### src/rtl/relm_ps2_pkg.sv
// relm_ps2_pkg: shared state encodings, frame length and pop_q flag
// positions for the PS/2 device endpoint, plus the 11-bit frame builder.
package relm_ps2_pkg;

  typedef enum logic [2:0] {
    S_IDLE,
    S_INHIBIT,
    S_TX,
    S_RX,
    S_ACK,
    S_GAP
  } state_t;

  localparam int FRAME_BITS = 11;
  localparam int POP_OVR    = 9;
  localparam int POP_ERR    = 8;

  // start 0, data LSB first, odd parity, stop 1 (bit 0 goes out first)
  function automatic logic [FRAME_BITS-1:0] ps2_frame(
    input logic [7:0] d
  );
    return {1'b1, ~^d, d, 1'b0};
  endfunction

endpackage

### src/rtl/relm_ps2_filter.sv
// relm_ps2_filter: FILT-deep glitch filter; q only moves when all samples agree.
// Ports: clk, rst (async high), d (raw line), q (filtered line, resets high).
module relm_ps2_filter #(
  parameter int FILT = 8
) (
  input  logic clk,
  input  logic rst,
  input  logic d,
  output logic q
);

  logic [FILT-1:0] sh;

  always_ff @(posedge clk or posedge rst) begin
    if (rst) begin
      sh <= '1;
      q  <= 1'b1;
    end else begin
      sh <= {sh[FILT-2:0], d};
      if (&sh)
        q <= 1'b1;
      else if (~|sh)
        q <= 1'b0;
    end
  end

endmodule

### src/rtl/relm_ps2_device.sv
// relm_ps2_device: PS/2 device-side endpoint. Generates the PS/2 clock,
// sends device-to-host frames and receives host-to-device commands.
// Ports: clk, rst (async high); push_d/push_retry (tx byte bus);
// pop_d/pop_q (rx byte bus: [WD]=empty, [9]=overrun, [8]=error, [7:0]=byte);
// ps2_clk_in/ps2_dat_in (line sense); ps2_clk_oe/ps2_dat_oe (pull low).
// Build option RELM_PS2DEV_TXFIFO_EN: 16-entry tx FIFO instead of one register.
module relm_ps2_device
  import relm_ps2_pkg::*;
#(
  parameter int WD   = 32,
  parameter int DIV  = 2000,
  parameter int GAP  = 5000,
  parameter int FILT = 8
) (
  input  logic        clk,
  input  logic        rst,
  input  logic [WD:0] push_d,
  output logic        push_retry,
  input  logic [WD:0] pop_d,
  output logic [WD:0] pop_q,
  input  logic        ps2_clk_in,
  input  logic        ps2_dat_in,
  output logic        ps2_clk_oe,
  output logic        ps2_dat_oe
);

  localparam int CMAX = (GAP > DIV) ? GAP : DIV;
  localparam int CW   = $clog2(CMAX + 1);
  localparam int HALF = DIV / 2;

  logic fclk, fdat;

  relm_ps2_filter #(.FILT(FILT)) u_fclk (
    .clk(clk), .rst(rst), .d(ps2_clk_in), .q(fclk)
  );
  relm_ps2_filter #(.FILT(FILT)) u_fdat (
    .clk(clk), .rst(rst), .d(ps2_dat_in), .q(fdat)
  );

  logic       tx_full, tx_rdy, deq, accept;
  logic [7:0] tx_byte;

  assign accept     = push_d[WD] && (!tx_full || deq);
  assign push_retry = tx_full && !deq;

`ifdef RELM_PS2DEV_TXFIFO_EN
  logic [7:0] mem [16];
  logic [3:0] wp, rp;
  logic [4:0] fcnt;

  assign tx_full = fcnt[4];
  assign tx_rdy  = fcnt != 5'd0;
  assign tx_byte = mem[rp];

  always_ff @(posedge clk)
    if (accept)
      mem[wp] <= push_d[7:0];

  always_ff @(posedge clk or posedge rst) begin
    if (rst) begin
      wp   <= '0;
      rp   <= '0;
      fcnt <= '0;
    end else begin
      if (accept)
        wp <= wp + 4'd1;
      if (deq)
        rp <= rp + 4'd1;
      fcnt <= fcnt + 5'(accept) - 5'(deq);
    end
  end
`else
  logic       full_q;
  logic [7:0] byte_q;

  assign tx_full = full_q;
  assign tx_rdy  = full_q;
  assign tx_byte = byte_q;

  always_ff @(posedge clk or posedge rst) begin
    if (rst) begin
      full_q <= 1'b0;
      byte_q <= '0;
    end else if (accept) begin
      full_q <= 1'b1;
      byte_q <= push_d[7:0];
    end else if (deq) begin
      full_q <= 1'b0;
    end
  end
`endif

  state_t          state, state_n;
  logic [CW-1:0]   cnt, cnt_n;
  logic [3:0]      bitn, bit_n;
  logic            ph, ph_n;
  logic            tick, last, mid, samp, rx_done;
  logic [FRAME_BITS-1:0] frame;

  assign frame = ps2_frame(tx_byte);

  always_ff @(posedge clk or posedge rst) begin
    if (rst) begin
      state <= S_IDLE;
      cnt   <= '0;
      bitn  <= '0;
      ph    <= 1'b0;
    end else begin
      state <= state_n;
      cnt   <= cnt_n;
      bitn  <= bit_n;
      ph    <= ph_n;
    end
  end

  // ph=0: released high phase, ph=1: clock pulled low
  always_comb begin
    state_n    = state;
    cnt_n      = cnt;
    bit_n      = bitn;
    ph_n       = ph;
    deq        = 1'b0;
    rx_done    = 1'b0;
    samp       = 1'b0;
    ps2_clk_oe = 1'b0;
    ps2_dat_oe = 1'b0;
    tick = cnt == CW'(DIV - 1);
    last = tick && ph && (bitn == 4'(FRAME_BITS - 1));
    mid  = !ph && (cnt == CW'(HALF));
    if (state inside {S_TX, S_RX, S_ACK}) begin
      if (tick) begin
        cnt_n = '0;
        ph_n  = ~ph;
        if (ph)
          bit_n = bitn + 4'd1;
      end else begin
        cnt_n = cnt + 1'b1;
      end
    end
    unique case (state)
      S_IDLE: begin
        cnt_n = '0;
        bit_n = '0;
        ph_n  = 1'b0;
        if (!fclk)
          state_n = S_INHIBIT;
        else if (!fdat)
          state_n = S_RX;
        else if (tx_rdy)
          state_n = S_TX;
      end
      S_INHIBIT: begin
        cnt_n = '0;
        if (fclk)
          state_n = S_GAP;
      end
      S_TX: begin
        ps2_clk_oe = ph;
        ps2_dat_oe = ~frame[bitn];
        if (mid && !fclk) begin
          state_n = S_INHIBIT;
          cnt_n   = '0;
          bit_n   = '0;
          ph_n    = 1'b0;
        end else if (last) begin
          deq     = 1'b1;
          state_n = S_GAP;
        end
      end
      S_RX: begin
        ps2_clk_oe = ph;
        samp = mid && (bitn != 4'd0);
        if (last) begin
          rx_done = 1'b1;
          state_n = S_ACK;
          bit_n   = '0;
        end
      end
      S_ACK: begin
        ps2_clk_oe = ph;
        ps2_dat_oe = 1'b1;
        if (tick && ph)
          state_n = S_GAP;
      end
      S_GAP: begin
        if (cnt == CW'(GAP - 1)) begin
          state_n = S_IDLE;
          cnt_n   = '0;
        end else begin
          cnt_n = cnt + 1'b1;
        end
      end
      default: state_n = S_IDLE;
    endcase
  end

  // rx_sh after 10 samples: [7:0] data, [8] parity, [9] stop
  logic [9:0] rx_sh;
  logic       rx_v, rx_ovr, rx_err;
  logic [7:0] rx_byte;
  logic       pop;

  assign pop = pop_d[WD];

  always_ff @(posedge clk or posedge rst) begin
    if (rst) begin
      rx_sh   <= '0;
      rx_v    <= 1'b0;
      rx_ovr  <= 1'b0;
      rx_err  <= 1'b0;
      rx_byte <= '0;
    end else begin
      if (samp)
        rx_sh <= {fdat, rx_sh[9:1]};
      if (rx_done && (!rx_v || pop)) begin
        rx_v    <= 1'b1;
        rx_ovr  <= 1'b0;
        rx_err  <= ~rx_sh[9] | ~(^rx_sh[8:0]);
        rx_byte <= rx_sh[7:0];
      end else if (rx_done) begin
        rx_ovr <= 1'b1;
      end else if (pop && rx_v) begin
        rx_v    <= 1'b0;
        rx_ovr  <= 1'b0;
        rx_err  <= 1'b0;
        rx_byte <= '0;
      end
    end
  end

  always_comb begin
    pop_q          = '0;
    pop_q[WD]      = ~rx_v;
    pop_q[POP_OVR] = rx_ovr;
    pop_q[POP_ERR] = rx_err;
    pop_q[7:0]     = rx_byte;
  end

  logic unused;
  assign unused = ^{push_d[WD-1:8], pop_d[WD-1:0]};

endmodule

### config.mk
export PLATFORM = sky130hd
export DESIGN_NAME = relm_ps2_device
export DESIGN_NICKNAME = d
export VERILOG_FILES = /design/src/rtl/relm_ps2_pkg.sv /design/src/rtl/relm_ps2_filter.sv /design/src/rtl/relm_ps2_device.sv
export SDC_FILE = /design/constraint.sdc
export NUM_CORES = 1
export LEC_CHECK = 0
export CORE_AREA = 2 2 160 99
export DETAILED_ROUTE_END_ITERATION = 6
export DIE_AREA = 0 0 162 101
export REMOVE_ABC_BUFFERS = 1
export SETUP_SLACK_MARGIN = 0.15
export SLEW_MARGIN = 20
export SYNTH_ARGS = -nofsm -noshare
export SYNTH_HDL_FRONTEND = slang
export SYNTH_SLANG_ARGS = --single-unit
### constraint.sdc
create_clock -name clk -period 3.2 [get_ports clk]
set_clock_uncertainty 0.15 [all_clocks]
set_input_delay 0.64 -clock clk [delete_from_list [all_inputs] [get_ports clk]]
set_output_delay 0.64 -clock clk [all_outputs]
set_load 0.02 [all_outputs]
### After elaboration in Yosys (flattened, before gate mapping)

Index checks and enable logic that the tools add are counted.
W data, S select, Z words.

* reduce and logical (&&, ||, !) cells: 32
* shift operators: 0
* muxes and demuxes: 49
* multipliers: 0
* $add $sub $neg: 2
* divide/modulo/power cells: 0
* bitwise operators: 6
* order comparisons: 1
* eq/ne operators: 18

Operator list (number)
* $mux W13: 4
* $pmux W13 S3: 1
* $mux W3: 9
* $mux W8: 3
* $mux W1: 22
* $mux W4: 5
* $pmux W3 S6: 1
* $reduce_and A8 Y1: 2
* $reduce_or A8 Y1: 2
* $add A13 B1 Y13 const B: 1
* $eq A13 B10 Y1 const B: 1
* $eq A13 B11 Y1 const B: 1
* $eq A13 B13 Y1 const B: 1
* $pmux W4 S3: 1
* $logic_and A1 B1 Y1: 9
* $reduce_xor A9 Y1: 1
* $ne A2 B1 Y1 const B: 4
* $reduce_xnor A8 Y1: 1
* $eq A3 B2 Y1 const B: 2
* $eq A3 B3 Y1 const B: 2
* $ne A2 B2 Y1 const B: 3
* $reduce_and A6 Y1: 1
* $reduce_bool A3 Y1: 2
* $logic_not A1 Y1: 5
* 17 further kinds: 24

* memory bits (read-only): 0
* memory bits (writable): 0
* word-level logic and storage cells: 123
* output and inout bits: 36
* latch bits: 0
* memories kept: 0
* bits of input ports: 70
* bits in registers: 69

### Depth between registers and ports, before layout

* depth after elaboration: 9
* gate-level depth with buffers: 10
* gate-level depth less buffers: 10

### By module

A second synthesis with hierarchy kept.

* cells, all modules: 343
* area, all modules: 3647.2 um^2

By module, submodules not included
* relm_ps2_device: area each 3091.7 um^2, cells each 311, seq. area each 1276.2 um^2, times used 1
* relm_ps2_filter: area each 277.8 um^2, cells each 16, seq. area each 236.5 um^2, times used 2

### Worst setup path before layout

Ideal clock, no wire load.

* path kind: register -> output
* from: register cnt[11]
* to: output port push_retry
* path buffers: 0
* data arrival time: 2235 ps
* data required time: 2410 ps
* cell stages (with the launch flop): 9
* setup slack: 175 ps
* path through: dfrtp_1 > or3_1 > or4_1 > nor2_1 > ha_1 > and4b_1 > nand3b_1 > o21ai_1 > inv_1

* longest elaborated chain between the ends: 8
* elaborated cells between the ends (all ways): 11
* classes of those cells: eq/ne: 2; mux: 3; reduce/logical: 6

Ends and longest elaborated chain
* from (decl): RTL line relm_ps2_device.sv:94 `logic [CW-1:0] cnt, cnt_n;`
* from (signal assigned): RTL line relm_ps2_device.sv:110 `cnt <= cnt_n;`
* $eq A13 B11 Y1: RTL line relm_ps2_device.sv:127 `tick = cnt == CW'(DIV - 1);`
* $logic_and A1 B1 Y1 (2 in series): RTL line relm_ps2_device.sv:128 `last = tick && ph && (bitn == 4'(FRAME_BITS - 1));`
* $mux W1: RTL line relm_ps2_device.sv:165 `end else if (last) begin`
* $mux W1 (*): RTL line relm_ps2_device.sv:160 `if (mid && !fclk) begin`
* $mux W1 (*): RTL line relm_ps2_device.sv:140 `unique case (state)`
* $logic_not A1 Y1 (*): RTL line relm_ps2_device.sv:44 `assign push_retry = tx_full && !deq;`
* $logic_and A1 B1 Y1 (*): RTL line relm_ps2_device.sv:44
* to (decl): RTL line relm_ps2_device.sv:18 `output logic push_retry,`

Every way passes the cells marked *; elsewhere a longest branch is shown, timed or not.

### Worst setup path after layout

Ends and elaborated chain as after synthesis.

==> results.yml <==
status:
  status: "complete, but fails checks"
  violations: "setup timing"
die:
  die_area_mm2: 0.01636
  die_h_um: 101
  io_pins: 106
  fp.dieW_um: 162
  initial_core_util_pct: 24.50
  num_rows: 35
  design.core.area_mm2: 0.01498
sta:
  fin_ws_ns: -0.1064
  slew_violations: 0
  setup_violations: 1
  fin_crit_sh_pct: 103.3
  rsz0062_at_grt: "true"
  maxSlewHeadroom_pct: 45.90
  post-route-min-period_ns: 3.306
  clock.fmax_ghz: 0.3024
  hold_violations: 0
  tightest_slew_ns: 0.8094
cells_and_area:
  design_area_mm2: 0.004777
  multi_input_area_mm2: 0.001793
  drive_gt1_share_pct: 25.36
  fillers: 1528
  final_common_cell: "dfrtp_1"
  instances_no_fill: 621
  area.sequential_mm2: 0.001749
  syn_to_final_growth_pct: 30.17
  antenna_cells: 0
  nets: 489
  final_cell_mix: "dfrtp_1 (51), buf_4 (37), clkdlybuf4s50_1 (25)"
cts:
  ctsLongestPathBuffers: 2
  clk_pin_slew_ns: 0.06
  clock-root-buffer: "clkbuf_16"
  cts_tree: "built"
  cts_inserted_buffers: 9
  cts-hold-fix-buffers: 0
  cts.sinks: 69
  ctsHtreeMaxLevel: 3
  insertion_delay_ns: 0.34
placed_design:
  place.gp.congestion: 0.8420
  pre_cts_slack_ns: -0.2737
  place_area_mm2: 0.004329
  dp.cells: 599
  dp_hpwl_um: 6109
  portBuffers: 27
global_route:
  grt_util_all_layers_pct: 10.83
  grtUsageMet1_pct: 15.33
  met3_usage_pct: 4.401
  grt_pass1_vias: 2763
  grt_pass1_wl_um: 13960
  grt_max_degree: 47
  use_met2_pct: 15.06
  grt_overflow_total: 0
  grt_busiest_layer: "met1"
  grt_antenna_before_repair: 0
route:
  wl_per_cell_um: 13.65
  wl_um: 8475
  drtPass1Iterations: 4
  drt_iter0_markers: 194
  ant_nets: 0
  drc: 0
  avgViaCountPerCell: 4.610
  num_vias: 2863
worst_setup_path:
  reg2reg_slack_ns: 0.21
  end_kind: "output port"
  crit_arrival_ns: 2.52
  path_max_fanout: 2
  reg2reg_depth: 12
  cp.required_ns: 2.41
  cp-start-kind: "flip-flop"
  crit_type: "flip-flop to output port"
logic_synthesis:
  ys_ff_latch: 69
  synth_ff_type: "dfrtp_1"
  netlist_area_mm2: 0.003670
  synth_top_area_cell: "dfrtp_1"
  synth_edf_count: 0
  synth_top_area_share_pct: 34.78
  synth_cells: 349
  avgSynthCellArea_um2: 10.52
  synth_cell_types: 59
  async_flop_share_pct: 100.0
  seq_area_frac_synth_pct: 47.66
  yosys_warnings: 0
  synthTopCellsByArea: "dfrtp_1 (35%), dfstp_2 (13%), buf_4 (4.9%), mux2_2 (3.4%), a22o_1 (3.3%)"
min_path:
  worstHoldPathCells: 0
  min_path_type: "flip-flop to flip-flop"
power_and_ir_drop:
  p_leak_uw: 0.002044
  powerDensity_mw_per_mm2: 598.9
  ir_worst_vdd_mv: 0.2267
flow_run:
  cap_violations: 0
==> registers in the layout (all words and copies together), names as in the netlist, 3 cells and up <==
name       flops
cnt           13
rx_sh         10
byte_q         8
rx_byte        8
u_fclk.sh      8
u_fdat.sh      8
bitn           4
state          3
==> routing by layer <==
metal  routed length (µm)  vias up
met5                    0        -
met4                   75        0
met3                  600       10
met2                 3531       81
met1                 4267     1421
li1                     -     1351
==> cells in the mapped netlist, types with 4 or more instances <==
master	n
nor4_1	4
dfstp_2	18
a21oi_1	9
ha_1	6
buf_4	24
mux2_2	11
a22oi_1	4
o21ai_1	7
o211ai_1	4
nand3_1	12
o41ai_1	4
nor2_1	24
nand4_1	5
a22o_1	14
nor3_1	5
o22ai_1	4
o21ai_0	8
xor2_1	4
nand2_1	22
mux2_1	8
xnor2_1	14
nand2b_1	5
clkbuf_1	10
dfrtp_1	51
inv_1	15
==> critical path, stage by stage, from the launching register on <==
cell and delay, ns:
dfrtp_1 0.38, or3_4 0.39, or4_4 0.50, nor2_4 0.12, ha_4 0.14, and4b_1 0.22, nand3b_1 0.10, o21ai_2 0.14
inv_1 0.07, buf_6 0.13
==> metrics by stage <==
step	setup TNS (ns)	hold WS [ns]	power [µW]	util (%)
global route	-0.1805	0.2157	3016	31.90
global placement	-0.2440	0.2056	1761	28.91
detailed placement	-0.2737	0.2061	1783	28.91
floorplan	0	0.2018	1456	-
finish	-0.1064	0.2166	2861	31.90
CTS	-0.1974	0.2153	2877	31.35
==> layout make-up <==
cell class	instances	share of cell area, %
multi-input cells	250	37.53
flip-flops and latches	69	36.62
repair buffers	68	12.60
well taps	203	5.317
clock buffers	9	4.715
clock inverters	7	2.043
inverters	15	1.179
==> kinds of logic (layout without fill, tap and decap cells) <==
logic type	Yosys count	count (layout)	share of synthesized area, %
compound gates	72	73	14.18
xor+xnor	18	18	4.296
fa+ha+maj	6	6	2.046
buf+inv	52	99	7.876
flops	69	69	47.66
mux	23	23	7.262
other cells	1	22	0.1022
simple gates	108	108	16.57
==> path summary, 6_finish.rpt <==
kind	startpoint	end
setup reg to reg	cnt[11]$_DFF_PP0_	rx_err$_DFFE_PP0P_
hold / removal	u_fdat.sh[5]$_DFF_PP1_	u_fdat.sh[6]$_DFF_PP1_
min in group asynchronous	rst	rx_v$_DFFE_PP0P_
hold reg to reg	u_fdat.sh[5]$_DFF_PP1_	u_fdat.sh[6]$_DFF_PP1_
max in group asynchronous	rst	u_fdat.q$_DFFE_PP1P_
setup / recovery	cnt[11]$_DFF_PP0_	push_retry
==> report_power, final <==
part           switching [µW]  internal, µW  leakage (µW)
clock                     397           684      0.000154
sequential               41.5           933      0.000885
combinational             479           326       0.00101
==> repair_timing <==
action,4_1_cts,5_1_grt
pin swaps,3,5
setup endpoints to repair,11,9
gates resized for setup,14,10
setup buffers,1,4
cloned,0,1
(Power assumes the default switching activity.)
